## src/rtl/uart_mmio_ctrl_if.sv

```systemverilog
// Bundle of the CPU load/store signals and both UART byte handshakes.
// UART handshakes: a byte moves on a rising clk edge where valid and ready
// are both high; valid holds its byte stable until that edge.
interface uart_mmio_if;
  logic [31:0] addr;
  logic [31:0] din;
  logic [3:0]  wbe;
  logic        rd_en;
  logic [31:0] dout;
  logic [7:0]  data_out;
  logic        data_out_valid;
  logic        data_out_ready;
  logic [7:0]  data_in;
  logic        data_in_valid;
  logic        data_in_ready;

  modport slave (
    input  addr, din, wbe, rd_en,
    input  data_out, data_out_valid, data_in_ready,
    output dout, data_out_ready, data_in, data_in_valid
  );

  modport master (
    output addr, din, wbe, rd_en,
    output data_out, data_out_valid, data_in_ready,
    input  dout, data_out_ready, data_in, data_in_valid
  );
endinterface

```

## src/rtl/uart_mmio_ctrl.sv

```systemverilog
// Memory-mapped UART controller: RX/TX byte FIFOs behind STATUS/CTRL, RX and
// TX data words, with sticky overflow flags and a one-cycle registered load path.
module uart_mmio_ctrl #(
  parameter int DEPTH = 8,
  parameter int AW    = $clog2(DEPTH)
) (
  input  logic        clk,
  input  logic        rst_n,
  uart_mmio_if.slave  bus
);

  localparam logic [31:0] ADDR_STAT = 32'h8000_0000;
  localparam logic [31:0] ADDR_RX   = 32'h8000_0004;
  localparam logic [31:0] ADDR_TX   = 32'h8000_0008;

  localparam logic [AW:0]   CNT_FULL = (AW+1)'(DEPTH);
  localparam logic [AW:0]   CNT_ONE  = (AW+1)'(1);
  localparam logic [AW-1:0] PTR_ONE  = AW'(1);

  // Registered state
  logic [7:0]    rx_mem_q [DEPTH];
  logic [7:0]    tx_mem_q [DEPTH];
  logic [AW-1:0] rx_wr_ptr_q, rx_wr_ptr_d;
  logic [AW-1:0] rx_rd_ptr_q, rx_rd_ptr_d;
  logic [AW:0]   rx_cnt_q,    rx_cnt_d;
  logic [AW-1:0] tx_wr_ptr_q, tx_wr_ptr_d;
  logic [AW-1:0] tx_rd_ptr_q, tx_rd_ptr_d;
  logic [AW:0]   tx_cnt_q,    tx_cnt_d;
  logic          rx_ovf_q,    rx_ovf_d;
  logic          tx_ovf_q,    tx_ovf_d;
  logic [31:0]   dout_q,      dout_d;

  // Decode and FIFO status, all from pre-edge state
  logic        rx_empty, rx_full, tx_empty, tx_full;
  logic        wr_ctrl, wr_tx, rd_rx;
  logic        rx_push, rx_pop, tx_push, tx_pop;
  logic [31:0] status_w;
  logic        unused_bits;

  assign rx_empty = (rx_cnt_q == '0);
  assign rx_full  = (rx_cnt_q == CNT_FULL);
  assign tx_empty = (tx_cnt_q == '0);
  assign tx_full  = (tx_cnt_q == CNT_FULL);

  assign wr_ctrl = bus.wbe[0] && (bus.addr == ADDR_STAT);
  assign wr_tx   = bus.wbe[0] && (bus.addr == ADDR_TX);
  assign rd_rx   = bus.rd_en  && (bus.addr == ADDR_RX);

  assign rx_push = bus.data_out_valid && !rx_full;
  assign rx_pop  = rd_rx && !rx_empty;
  // A TX write on a full FIFO is dropped even if the UART pops on the same edge.
  assign tx_push = wr_tx && !tx_full;
  assign tx_pop  = !tx_empty && bus.data_in_ready;

  assign status_w = {8'h00, 8'(tx_cnt_q), 8'(rx_cnt_q),
                     4'h0, tx_ovf_q, rx_ovf_q, !rx_empty, !tx_full};

  assign bus.data_out_ready = !rx_full;
  assign bus.data_in_valid  = !tx_empty;
  assign bus.data_in        = tx_empty ? 8'h00 : tx_mem_q[tx_rd_ptr_q];
  assign bus.dout           = dout_q;

  assign unused_bits = ^{bus.din[31:8], bus.wbe[3:1]};

  always_comb begin
    rx_wr_ptr_d = rx_wr_ptr_q;
    rx_rd_ptr_d = rx_rd_ptr_q;
    rx_cnt_d    = rx_cnt_q;
    tx_wr_ptr_d = tx_wr_ptr_q;
    tx_rd_ptr_d = tx_rd_ptr_q;
    tx_cnt_d    = tx_cnt_q;
    rx_ovf_d    = rx_ovf_q;
    tx_ovf_d    = tx_ovf_q;
    dout_d      = dout_q;

    if (rx_push) rx_wr_ptr_d = rx_wr_ptr_q + PTR_ONE;
    if (rx_pop)  rx_rd_ptr_d = rx_rd_ptr_q + PTR_ONE;
    case ({rx_push, rx_pop})
      2'b10:   rx_cnt_d = rx_cnt_q + CNT_ONE;
      2'b01:   rx_cnt_d = rx_cnt_q - CNT_ONE;
      default: rx_cnt_d = rx_cnt_q;
    endcase

    if (tx_push) tx_wr_ptr_d = tx_wr_ptr_q + PTR_ONE;
    if (tx_pop)  tx_rd_ptr_d = tx_rd_ptr_q + PTR_ONE;
    case ({tx_push, tx_pop})
      2'b10:   tx_cnt_d = tx_cnt_q + CNT_ONE;
      2'b01:   tx_cnt_d = tx_cnt_q - CNT_ONE;
      default: tx_cnt_d = tx_cnt_q;
    endcase

    // A CTRL clear wins over an overflow raised on the same edge.
    if (wr_ctrl && bus.din[2])                 rx_ovf_d = 1'b0;
    else if (bus.data_out_valid && rx_full)    rx_ovf_d = 1'b1;
    if (wr_ctrl && bus.din[3])                 tx_ovf_d = 1'b0;
    else if (wr_tx && tx_full)                 tx_ovf_d = 1'b1;

    if (bus.rd_en) begin
      case (bus.addr)
        ADDR_STAT: dout_d = status_w;
        ADDR_RX:   dout_d = rx_empty ? 32'h0 : {24'h0, rx_mem_q[rx_rd_ptr_q]};
        default:   dout_d = 32'h0;
      endcase
    end
  end

  always_ff @(posedge clk or negedge rst_n) begin
    if (!rst_n) begin
      rx_wr_ptr_q <= '0;
      rx_rd_ptr_q <= '0;
      rx_cnt_q    <= '0;
      tx_wr_ptr_q <= '0;
      tx_rd_ptr_q <= '0;
      tx_cnt_q    <= '0;
      rx_ovf_q    <= 1'b0;
      tx_ovf_q    <= 1'b0;
      dout_q      <= 32'h0;
    end else begin
      rx_wr_ptr_q <= rx_wr_ptr_d;
      rx_rd_ptr_q <= rx_rd_ptr_d;
      rx_cnt_q    <= rx_cnt_d;
      tx_wr_ptr_q <= tx_wr_ptr_d;
      tx_rd_ptr_q <= tx_rd_ptr_d;
      tx_cnt_q    <= tx_cnt_d;
      rx_ovf_q    <= rx_ovf_d;
      tx_ovf_q    <= tx_ovf_d;
      dout_q      <= dout_d;
    end
  end

  // Storage arrays need no reset: the pointers and counts define validity.
  always_ff @(posedge clk) begin
    if (rx_push) rx_mem_q[rx_wr_ptr_q] <= bus.data_out;
    if (tx_push) tx_mem_q[tx_wr_ptr_q] <= bus.din[7:0];
  end

endmodule
```

## src/flat_wrapper.sv

```systemverilog
// flat-port wrapper written by rule: the top's interface ports become plain ports
module uart_mmio_ctrl_flat 
#(
  parameter int DEPTH = 8,
  parameter int AW    = $clog2(DEPTH)
)
  (clk, rst_n, bus_addr, bus_din, bus_wbe, bus_rd_en, bus_data_out, bus_data_out_valid, bus_data_in_ready, bus_dout, bus_data_out_ready, bus_data_in, bus_data_in_valid);
  uart_mmio_if bus_i ();
  input  logic clk;
  input  logic rst_n;
  input wire logic [$bits(bus_i.addr)-1:0] bus_addr;
  input wire logic [$bits(bus_i.din)-1:0] bus_din;
  input wire logic [$bits(bus_i.wbe)-1:0] bus_wbe;
  input wire logic [$bits(bus_i.rd_en)-1:0] bus_rd_en;
  input wire logic [$bits(bus_i.data_out)-1:0] bus_data_out;
  input wire logic [$bits(bus_i.data_out_valid)-1:0] bus_data_out_valid;
  input wire logic [$bits(bus_i.data_in_ready)-1:0] bus_data_in_ready;
  output wire logic [$bits(bus_i.dout)-1:0] bus_dout;
  output wire logic [$bits(bus_i.data_out_ready)-1:0] bus_data_out_ready;
  output wire logic [$bits(bus_i.data_in)-1:0] bus_data_in;
  output wire logic [$bits(bus_i.data_in_valid)-1:0] bus_data_in_valid;
  assign bus_i.addr = bus_addr;
  assign bus_i.din = bus_din;
  assign bus_i.wbe = bus_wbe;
  assign bus_i.rd_en = bus_rd_en;
  assign bus_i.data_out = bus_data_out;
  assign bus_i.data_out_valid = bus_data_out_valid;
  assign bus_i.data_in_ready = bus_data_in_ready;
  assign bus_dout = bus_i.dout;
  assign bus_data_out_ready = bus_i.data_out_ready;
  assign bus_data_in = bus_i.data_in;
  assign bus_data_in_valid = bus_i.data_in_valid;
  uart_mmio_ctrl #(.DEPTH(DEPTH), .AW(AW)) u_core (.clk(clk), .rst_n(rst_n), .bus(bus_i));
endmodule
```

## config.mk

```make
export PLATFORM = sky130hd
export DESIGN_NAME = uart_mmio_ctrl_flat
export DESIGN_NICKNAME = d
export VERILOG_FILES = /design/src/rtl/uart_mmio_ctrl_if.sv /design/src/rtl/uart_mmio_ctrl.sv /design/src/flat_wrapper.sv
export SDC_FILE = /design/constraint.sdc
export NUM_CORES = 1
export LEC_CHECK = 0
export CORE_UTILIZATION = 55
export CTS_CLUSTER_SIZE = 24
export DETAILED_ROUTE_END_ITERATION = 12
export PLACE_DENSITY = 0.83
export SLEW_MARGIN = 40
export SYNTH_ARGS = -nofsm -noshare
export SYNTH_HDL_FRONTEND = slang
export SYNTH_SLANG_ARGS = --single-unit
export TNS_END_PERCENT = 30
```

## constraint.sdc

```tcl
create_clock -name clk -period 4.57 [get_ports clk]
set_input_delay 0.6855 -clock clk [delete_from_list [all_inputs] [get_ports clk]]
set_output_delay 0.6855 -clock clk [all_outputs]
set_load 0.02 [all_outputs]
```

* Word level (Yosys, flattened, before mapping)
Memory sizes are Yosys's and may differ from the RTL's. Index checks and enable logic that the tools add are counted.
Operators by class: add/sub/neg operators 8, multipliers 0, div/mod/pow operators 0, magnitude comparators 0, equal/unequal tests 9, shift-type cells 0, muxes and demuxes 13, bitwise operators 0, reductions and logical operators 21
Operator list (number):
- 32-bit equality test (second input constant) | 3
- 32-bit one-hot mux with 2 select lines | 1
- 8-bit two-way mux | 2
- 4-bit one-hot mux with 2 select lines | 2
- 3-bit by 1-bit adder with 3-bit output (second input constant) | 4
- 1-bit logical AND | 11
- 4-bit by 1-bit adder with 4-bit output (second input constant) | 2
- 4-bit equality test (second input constant) | 2
- 4-bit zero test | 2
- 1-bit two-way mux | 8
- 2-bit nonzero test | 4
- 4-bit by 1-bit subtractor with 4-bit output (second input constant) | 2
- 2-bit by 1-bit equality test with 1-bit output (second input constant) | 2
- 2-bit equality test (second input constant) | 2
- 1-bit zero test | 4
Storage, ports and cells: register bits after elaboration 54, bits in latches 0, RAM bits 128, ROM bits 0, input port bits 81, memories 2
Memories:
- u_core.rx_mem_q | words 8, width 8, rd ports 1, clocked after Yosys merged registers in 0, wr ports 1, line uart_mmio_ctrl.sv:21 | logic [7:0] rx_mem_q [DEPTH];
- u_core.tx_mem_q | words 8, width 8, rd ports 1, clocked after Yosys merged registers in 0, wr ports 1, line uart_mmio_ctrl.sv:22 | logic [7:0] tx_mem_q [DEPTH];

* Depth between registers and ports, before layout
depth after elaboration 5, depth in mapped cells 13, depth with buffers taken out 10

* Least setup slack after synthesis
Ideal clock, no wire load.
kind input to register, start input bus_addr[5], end register u_core.tx_cnt_q[2], library setup time 122 ps, data arrival time 2710 ps, required time 4448 ps, slack 1737 ps, cell stages on the path 12, path buffers 2, cell sequence nor4b_1 > and4_1 > buf_2 > nand3_1 > ha_1 > clkbuf_1 > xor2_1 > ha_1 > a21oi_1 > xor2_1 > nor2_1 > xnor2_1
Between the ends: longest elaborated chain between the ends 5, elaborated cells on any way between the ends 7, classes of those cells 3 x eq/ne; 1 x mux; 3 x reduce/logical
RTL lines:
- start, declared | line flat_wrapper.sv:11 | input wire logic [$bits(bus_i.addr)-1:0] bus_addr;
- 32-bit equality test (*) | line uart_mmio_ctrl.sv:46 | assign wr_tx = bus.wbe[0] && (bus.addr == ADDR_TX);
- 1-bit logical AND (*) | line uart_mmio_ctrl.sv:46
- 1-bit logical AND (*) | line uart_mmio_ctrl.sv:52 | assign tx_push = wr_tx && !tx_full;
- 2-bit by 1-bit equality test with 1-bit output / 2-bit equality test (equally long branches) | line uart_mmio_ctrl.sv:86 | case ({tx_push, tx_pop})
- 4-bit one-hot mux with 2 select lines / 2-bit nonzero test (equally long branches)
- end signal, assigned | line uart_mmio_ctrl.sv:124 | tx_cnt_q <= tx_cnt_d;
- end, declared | line uart_mmio_ctrl.sv:28 | logic [AW:0] tx_cnt_q, tx_cnt_d;
Mark *: on every way between the ends. The rest lies on a longest branch, timed or not. A chain may end at the register's enable or synchronous reset.

* Worst setup path after layout
start register u_core.tx_rd_ptr_q[1], end output bus_data_in[6]
Between the ends: longest elaborated chain between the ends 2
RTL lines:
- start, declared | line uart_mmio_ctrl.sv:27 | logic [AW-1:0] tx_rd_ptr_q, tx_rd_ptr_d;
- start signal, assigned | line uart_mmio_ctrl.sv:123 | tx_rd_ptr_q <= tx_rd_ptr_d;
- memory 8 x 8 bit
- 8-bit two-way mux | line uart_mmio_ctrl.sv:60 | assign bus.data_in = tx_empty ? 8'h00 : tx_mem_q[tx_rd_ptr_q];
- end, declared | line flat_wrapper.sv:20 | output wire logic [$bits(bus_i.data_in)-1:0] bus_data_in;
Every way passes these cells.

==> impl_metrics.json <==
{
  "synth_cell_types": 47,
  "overflow": 0,
  "clock_sinks": 166,
  "num_antenna_cells": 0,
  "drt_iter0_markers": 224,
  "setup_viol": 0,
  "ant_nets": 0,
  "cts_root_buf": "clkbuf_16",
  "die_w_um": 115.5,
  "vias_per_cell": 5.663,
  "fill_cells": 828,
  "port-buffer-count": 79,
  "min_period_over_period_pct": 69.81,
  "synth_commonest_cells": "128 x edfxtp_1, 38 x dfrtp_1, 32 x mux4_2",
  "worstPathRequired_ns": 3.88,
  "synth_area_leaders": "edfxtp_1 54%, dfrtp_1 13%, mux4_2 10%, buf_4 1.8%, ha_1 1.8%",
  "rsz0062_at_grt": "false",
  "cts_tree": "built",
  "cap_violations": 0,
  "num_vias": 3970,
  "grt_max_degree": 39,
  "drc": 0,
  "gp_congestion": 0.7999,
  "cp_slowest_cell": "dfrtp_1",
  "wl_per_cell_um": 20.01,
  "rows": 41,
  "cp-start-kind": "flop",
  "clock-skew-final_ns": 0.006198,
  "die_area_sq_mm": 0.01334,
  "initial_core_util_pct": 56.36,
  "syn-instance-count": 431,
  "core-area_sq_mm": 0.01257,
  "avgSynthCellArea_sq_um": 16.43,
  "fmax_mhz": 313.4,
  "hold_viol_final": 0,
  "powerDensity_mw_per_mm2": 500.4,
  "postSynth.topFlopCell": "edfxtp_1",
  "syn_area_sq_mm": 0.007083,
  "cts_setup_buffers": 0,
  "grt_usage_pct": 22.50,
  "ctsResizeCount": 0,
  "antenna_found_initial": 0,
  "ys_seq_area_share_pct": 67.69,
  "synth_seq_cells": 166,
  "yosysTopAreaCell": "edfxtp_1",
  "power.leakage_uw": 0.003046,
  "h-tree-depth": 4,
  "hold_path_class": "in2async",
  "ff_latch_area_sq_mm": 0.004797,
  "drive_above_1_share_pct": 17.39,
  "multi_input_area_sq_mm": 0.002032,
  "wirelength_um": 14030,
  "slew_headroom_pct": 46.44,
  "synth_top_area_share_pct": 54.27,
  "fin_setup_tns_ns": 0,
  "finalMaxSlewViolations": 0,
  "grt_pass1_vias": 4103,
  "tightest_slew_ns": 0.8005,
  "cp_slowest_stage_delay_ns": 0.84,
  "yosys_warnings": 0,
  "detail_route.first_pass.iterations": 4,
  "grt_first_pass_wirelength_um": 21360,
  "dpl.hpwl_um": 9335,
  "die_h_um": 115.5,
  "cts_buffer_depth": 2,
  "synthToLayoutAreaGrowth_pct": 21.13,
  "cts_made_buffers": 17,
  "path_cells": "mux4_2 -> mux2i_1 -> nor2_1 -> clkdlybuf4s50_1",
  "io_pins": 123,
  "crit_arrival_ns": 2.50,
  "crit_type": "reg2out",
  "synth_edf_count": 128,
  "fin_nets": 607,
  "period_needed_ns": 3.190,
  "vdd_drop_max_v": 0.0002969,
  "hold_buffers": 0,
  "synth.most_common_cell": "edfxtp_1",
  "synthArstFlopShare_pct": 22.89,
  "p_total_uw": 4293,
  "critPathMaxFanout": 18,
  "status": "complete, no violations",
  "end_kind": "output port",
  "cts.clk_slew.worst_paths_ns": 0.06,
  "clk_latency_ns": 0.42
}
-- where the power goes --
part / internal (uW) / leakage, uW / switching [uW]
sequential: 1790 / 0.00164 / 168
combinational: 488 / 0.00112 / 459
clock: 845 / 0.000280 / 544
total: 3120 / 0.00305 / 1170
-- logic make-up (layout without fill, tap and decap cells) --
group,after synthesis,count (layout),share of synthesized area [%]
AO/OA/AOI/OAI,31,31,2.738
XOR/XNOR,19,19,2.349
adder cells (fa/ha/maj),10,10,1.766
buffers and inverters,66,149,4.628
flip-flops,166,166,67.69
multiplexers,53,53,13.35
other,1,16,0.05294
AND/OR/NAND/NOR,85,85,7.419
-- critical path: cells and delay by family, from the launching register on --
kind / cells / cell delay [ns]
buffers and inverters: 1 / 0.56
DFF: 1 / 0.84
muxes: 2 / 0.60
and+or+nand+nor: 1 / 0.07
-- registers in the layout, indices dropped and copies added (netlist names) --
| name | cells |
|---|---|
| u_core.rx_cnt_q | 4 |
| u_core.rx_mem_q | 64 |
| u_core.tx_rd_ptr_q | 3 |
| u_core.rx_wr_ptr_q | 3 |
| u_core.tx_cnt_q | 4 |
| u_core.tx_wr_ptr_q | 3 |
| u_core.tx_mem_q | 64 |
| u_core.bus.dout | 16 |
| u_core.rx_rd_ptr_q | 3 |
| u_core.tx_ovf_q | 1 |
| u_core.rx_ovf_q | 1 |
-- final timing paths --
| kind | from | to | slack, ns | cells after the start |
|---|---|---|---|---|
| max | u_core.tx_rd_ptr_q[1] | bus_data_in[6] | 1.38 | 4 |
| min | rst_n | u_core.bus.dout[19] | 0.24 | 1 |
| max reg2reg | u_core.tx_cnt_q[1] | u_core.tx_cnt_q[2] | 1.83 | 10 |
| min reg2reg | u_core.bus.dout[17] | u_core.bus.dout[17] | 0.54 | 2 |
| max in group asynchronous | rst_n | u_core.rx_rd_ptr_q[1] | 3.95 | 1 |
| min in group clk | u_core.bus.dout[17] | u_core.bus.dout[17] | 0.54 | 2 |
-- stage by stage --
step	worst slack, ns	area, sq um	util [%]	hold slack [ns]	std cells
after floorplan	1.737	7139	-	0.3899	446
after global placement	1.120	7989	63.56	0.5080	669
after detailed placement	1.049	8000	63.65	0.5225	669
after CTS	1.317	8571	68.19	0.2417	701
after global routing	1.231	8579	68.26	0.2626	701
final	1.380	8579	68.26	0.2389	701
-- per-layer routing --
layer	track usage (%)	up-vias	share of wire, %
li1	-	1797	-
met1	25.21	2027	38
met2	39.88	117	55
met3	7.008	29	4.7
met4	9.351	0	2.3
met5	0	-	0
-- cell type report --
class	instances	share of cell area, %
sequential	166	55.91
multi-input combinational	214	23.68
timing repair buffer	88	9.975
clock buffer	19	5.046
tap	172	2.508
clock inverter	13	1.604
inverter	29	1.269
-- placed cells by master, fill, tap and decap left out, types with 4 or more instances in the layout --
| cell | count |
|---|---|
| buf_4 | 10 |
| nor4_1 | 7 |
| ha_1 | 10 |
| inv_1 | 29 |
| nor3_1 | 8 |
| edfxtp_1 | 128 |
| mux4_2 | 32 |
| clkdlybuf4s50_1 | 78 |
| and3b_1 | 4 |
| xnor2_1 | 10 |
| mux2i_1 | 12 |
| a21oi_1 | 6 |
| clkinv_1 | 4 |
| nand3_1 | 5 |
| nand2_1 | 7 |
| clkbuf_16 | 17 |
| xor2_1 | 9 |
| clkinv_2 | 5 |
| nor2_2 | 6 |
| nor2_1 | 13 |
| nand4_1 | 8 |
| o22ai_1 | 14 |
| mux2_2 | 8 |
| conb_1 | 16 |
| dfrtp_1 | 36 |
(Power assumes the default switching activity.)
